### src/rtl/div3_pkg.sv
// +--------------------------------------------------------------------+
// | div3_pkg : shared constants and state type for the divide-by-3     |
// |            family and its 3*Q+R reconstruction engine.             |
// | Rev 1.0                                                            |
// +--------------------------------------------------------------------+
`default_nettype none

package div3_pkg;

    localparam int Q_W      = 63;
    localparam int X_W      = 64;
    localparam int CHUNK    = 6;
    localparam int N_CHUNKS = 11;
    localparam int REM_MAX  = 2;

    typedef enum logic [1:0] {
        IDLE = 2'd0,
        BUSY = 2'd1,
        DONE = 2'd2
    } state_t;

endpackage

`default_nettype wire

### src/rtl/mul3_chunk.sv
// +--------------------------------------------------------------------+
// | mul3_chunk : combinational 3*q + carry_in on one 6-bit chunk.      |
// | Rev 1.0                                                            |
// +--------------------------------------------------------------------+
`default_nettype none

module mul3_chunk
    import div3_pkg::*;
(
    input  logic [CHUNK-1:0] q,
    input  logic [1:0]       carry_in,
    output logic [CHUNK-1:0] sum,
    output logic [1:0]       carry_out
);

    logic [CHUNK+1:0] w_s;

    // 3*q as q + 2q; the result never exceeds 3*63+3 = 192, so 8 bits suffice.
    assign w_s = {2'b00, q} + {1'b0, q, 1'b0} + {{CHUNK{1'b0}}, carry_in};
    assign {carry_out, sum} = w_s;

endmodule

`default_nettype wire

### src/rtl/mul_64_3_recon.sv
// +--------------------------------------------------------------------+
// | mul_64_3_recon : serial X = 3*Q + R reconstruction, one 6-bit Q     |
// |                  chunk per cycle, valid/ready on both sides.       |
// | Rev 1.0                                                            |
// +--------------------------------------------------------------------+
`default_nettype none

module mul_64_3_recon
    import div3_pkg::*;
(
    input  logic           clk,
    input  logic           rst,
    input  logic           in_valid,
    output logic           in_ready,
    input  logic [Q_W-1:0] Q,
    input  logic [1:0]     R,
    output logic           out_valid,
    input  logic           out_ready,
    output logic [X_W-1:0] X,
    output logic           ovf,
    output logic           r_err
);

    localparam logic [3:0] LAST_K  = 4'(N_CHUNKS - 1);
    localparam logic [1:0] R_LIMIT = 2'(REM_MAX);

    state_t         r_state;
    logic [3:0]     r_k;
    logic [Q_W-1:0] r_q;
    logic [1:0]     r_carry;
    logic [CHUNK-1:0] w_sum;
    logic [1:0]     w_cout;

    // The shift register feeds zeros in from the top, so the final chunk
    // arrives as Q[62:60] already zero-extended.
    mul3_chunk u_chunk (
        .q         (r_q[CHUNK-1:0]),
        .carry_in  (r_carry),
        .sum       (w_sum),
        .carry_out (w_cout)
    );

    always_ff @(posedge clk) begin
        if (rst) begin
            r_state   <= IDLE;
            in_ready  <= 1'b1;
            out_valid <= 1'b0;
            X         <= '0;
            ovf       <= 1'b0;
            r_err     <= 1'b0;
            r_k       <= '0;
            r_carry   <= '0;
            r_q       <= '0;
        end else begin
            case (r_state)
                IDLE: begin
                    if (in_valid) begin
                        r_q      <= Q;
                        r_carry  <= R;
                        r_err    <= (R > R_LIMIT);
                        r_k      <= '0;
                        in_ready <= 1'b0;
                        r_state  <= BUSY;
                    end
                end
                BUSY: begin
                    r_q <= r_q >> CHUNK;
                    if (r_k == LAST_K) begin
                        // Only four result bits fit; anything above is overflow.
                        X[X_W-1 -: 4] <= w_sum[3:0];
                        ovf           <= |{w_cout, w_sum[CHUNK-1:4]};
                        out_valid     <= 1'b1;
                        r_state       <= DONE;
                    end else begin
                        X[CHUNK*r_k +: CHUNK] <= w_sum;
                        r_carry               <= w_cout;
                        r_k                   <= r_k + 4'd1;
                    end
                end
                DONE: begin
                    if (out_ready) begin
                        out_valid <= 1'b0;
                        in_ready  <= 1'b1;
                        r_state   <= IDLE;
                    end
                end
                default: begin
                    r_state <= IDLE;
                end
            endcase
        end
    end

endmodule

`default_nettype wire
### config.mk
export PLATFORM = sky130hd
export DESIGN_NAME = mul_64_3_recon
export DESIGN_NICKNAME = d
export VERILOG_FILES = /design/src/rtl/div3_pkg.sv /design/src/rtl/mul3_chunk.sv /design/src/rtl/mul_64_3_recon.sv
export SDC_FILE = /design/constraint.sdc
export NUM_CORES = 1
export LEC_CHECK = 0
export ABC_CLOCK_PERIOD_IN_PS = 3300
export CORE_ASPECT_RATIO = 2
export CORE_UTILIZATION = 37
export CTS_CLUSTER_SIZE = 40
export DETAILED_ROUTE_END_ITERATION = 10
export GPL_TIMING_DRIVEN = 0
export SYNTH_ARGS = -nofsm -noshare
export SYNTH_HDL_FRONTEND = slang
export SYNTH_SLANG_ARGS = --single-unit
### constraint.sdc
create_clock -name clk -period 3.3 [get_ports clk]
set_input_delay 0.495 -clock clk [delete_from_list [all_inputs] [get_ports clk]]
set_output_delay 0.495 -clock clk [all_outputs]
set_load 0.01 [all_outputs]
==> results.md <==
* VDD IR max at approximately 0.42 mV
* Vias in the first global route at 7604
* CTS Buf Count at 17
* DR iter-0 viols at approximately 270
* Worst R2R Start: r_k[0]
* Worst Hold Class: flop to flop
* # DRC at 0
* Clock Skews at 0.0122 ns
* Worst slew margin at a little over a third
* Worst Path Arrival at between 3 and 4 ns
* Tot GR Track Use at 27.8%
* Cell taking the most area after synthesis: dfxtp_1
* Mapped cell area at approximately 0.0073 sq mm
* Post-CTS Hold Fix Bufs at 0
* Power Density at roughly 480 mW/mm^2
* Measured slew at the worst slew-check pin at between 0.9 and 1 ns
* Leak Pwr at 0.00386 uW
* Post-synth top area share at 37.9%
* Initial core utilization at 37.9%
* Gr ovfl total at 0
* Post-synthesis cell type count at 78
* Via density at about 5.5
* # diodes at 0
* Reg clk slew, reported paths at 0.07 ns
* Endpoints failing setup at 10
* DR vias at 7530
* Tcrit/Tclk final at 102%
* Commonest non-fill, non-tap cell in the layout: nand2_1
* Area contributors post-synth: dfxtp_1 (38%), nand2_1 (7.5%), a311oi_1 (7.0%)
* Critical Setup Path Class: flop to flop
* Critical path required time at 3.65 ns
* Post-route setup TNS at -0.286 ns
* Io pins at 137
* Reg2reg end: X[11]
* Final setup margin at -0.0507 ns
* Wire per inst at roughly 20 um
* Sink Count at between 100 and 150
* Worst min-delay path startpoint: X[11]
* Initial antenna violation count at 0
* Synth Instances at 900
* Syn_nets at 991
* R2r setup slk at -0.05 ns
* First-pass GRT wire length at about 42 mm
* Commonest register cell after synthesis: dfxtp_1
* Crit Path Max Fanout at 4
* Min-Delay Path Depth at 2
* Antenna-violating nets left at 0
* Post-synth ARST share at 0%
* Failing checks: setup timing
* Worst Hold Path EP: X[11]
* CTS tree: yes
* Die Span Y at 201 um
* Fmax at roughly 300 MHz
* Worst skew pair latency at 0.44 ns
* Num rows at 72
* Met1 Use GR at 25.4%
* Most frequent cells in the layout: nand2_1 (146), dfxtp_1 (137), clkdlybuf4s50_1 (136)
* Dpl ws at -0.971 ns
* Max cap viols at 0
* Endpoints failing hold at 0
* Grt peak-use layer: met2
* Cells on worst reg2reg path at 14
* Slew Viols, Final at 0
* CORE AREA at 0.0194 sq mm
* Layout cells sized above 1 at 13.9%
* RSZ-0062 raised after global routing: yes
* GR Layer Usage met2 at 53.3%
* Final design utilization at around 53%
* Seq/Total Area, Yosys at 37.9%
* Final WL at 27.3 mm
* Post-synth EDFFs at 0
* Outcome: complete, but fails checks
* Type of origin of the critical path: flop
* 1st-pass router iterations at 5
* Seq cells post-synth at 139
* Port bufs at between 100 and 150
* Area of the die at 0.0205 sq mm
* H-tree level count at 4
* Pin count of the biggest net entering global routing at 17
* Syn_area_per_cell at 8.17 sq um
* Met3 Usage GRT at 4.62%
* Critical Path End Type: flop
* Fin nets at about 1200
* GP Congestion at between 0.9 and 1
* DP Wirelength at 21.2 mm
* Syn-to-layout area delta at 40.4%
* Post-layout min period at 3.35 ns
* Total of warnings raised by yosys at 0
* Die X at 102 um
* CTS Root Cell: clkbuf_16
* Clock Path Buffers at 2
-- how the worst max path moves through the flow --
stage                     startpoint  slack [ns]     to
after CTS                     r_k[1]       -0.12  X[11]
after global placement        r_k[0]       -0.96  X[25]
after global routing          r_k[0]       -0.18  X[25]
after floorplan               r_k[0]        0.02  X[11]
final                         r_k[0]       -0.05  X[11]
after detailed placement      r_k[0]       -0.97  X[25]
-- cell usage after synthesis, drive strengths merged (5+ instances only) --
master  count
or2         6
nor2b       6
nand2     147
o21ai      18
ha         19
nand3b     19
nor3       36
xnor2       7
nor4        9
inv        15
buf        26
clkbuf     41
and3        8
a311oi     59
or3         5
a22oi       9
a21oi      36
mux2i      29
nand3      21
dfxtp     139
nand4      11
nor2      127
nand2b     10
and2       10
a211oi     12
-- where the power goes --
part,switching [uW],internal [uW],total (uW)
clock network,803,1270,2070
logic,649,393,1040
registers,53.1,1760,1820
total,1510,3430,4930
-- worst max-delay path: stages (launching register included) --
cell and delay [ns]:
dfxtp_4 0.38, ha_4 0.14, inv_2 0.03, fa_2 0.53, nor3b_4 0.27, nand2_2 0.09, a21o_1 0.19, inv_2 0.07
ha_4 0.14, nand3b_1 0.13, nor3_4 0.23, o31ai_4 0.13, or4_4 0.44, or3b_1 0.35, a21oi_1 0.12
-- flip-flops by register name (all words and copies together) (netlist names) --
name       count
r_err          1
r_state        2
out_valid      1
X             64
r_k            4
in_ready       1
r_q           63
ovf            1
r_carry        2
-- area by class of cell --
cell class,count,area [sq um]
Fill cell,1882,9050
Multi-Input combinational cell,679,4540
Sequential cell,139,2790
Timing Repair Buffer,171,1640
Clock buffer,19,433
Buffer,67,335
Tap cell,259,324
Clock inverter,13,190
Inverter,15,60.1
-- kinds of logic after synthesis --
| family | count (synthesis) | synth area share [%] |
|---|---|---|
| buffers and inverters | 82 | 4.77 |
| adder cells (fa/ha/maj) | 22 | 4.05 |
| flip-flops | 139 | 37.9 |
| multiplexers | 34 | 4.92 |
| XOR/XNOR | 12 | 1.72 |
| AND/OR/NAND/NOR | 426 | 27.6 |
| AO/OA/AOI/OAI | 185 | 19.1 |
-- layer usage --
layer | vias up | part of all wire, %
met1 | 3530 | 33
li1 | 3638 | -
met4 | 0 | 6.6
met2 | 261 | 56
met5 | - | 0
met3 | 101 | 3.9
-- metrics by stage --
step	total power, uW	cell area [sq um]	hold WS, ns	std cells
6_report	4930	10300	0.456	1362
5_1_grt	5110	10300	0.484	1362
4_1_cts	4910	10100	0.460	1359
3_5_place_dp	2780	9080	0.448	1295
3_3_place_gp	2770	9080	0.444	1295
2_1_floorplan	2400	7400	0.455	900
-- timing repair --
action                                 in CTS  in global routing
setup buffers                              32                  6
gates resized for setup                    43                 37
setup endpoints to repair                  62                 61
pin swaps                                  17                 25
endpoints found under the hold margin       0                  0
(Power assumes the default switching activity.)
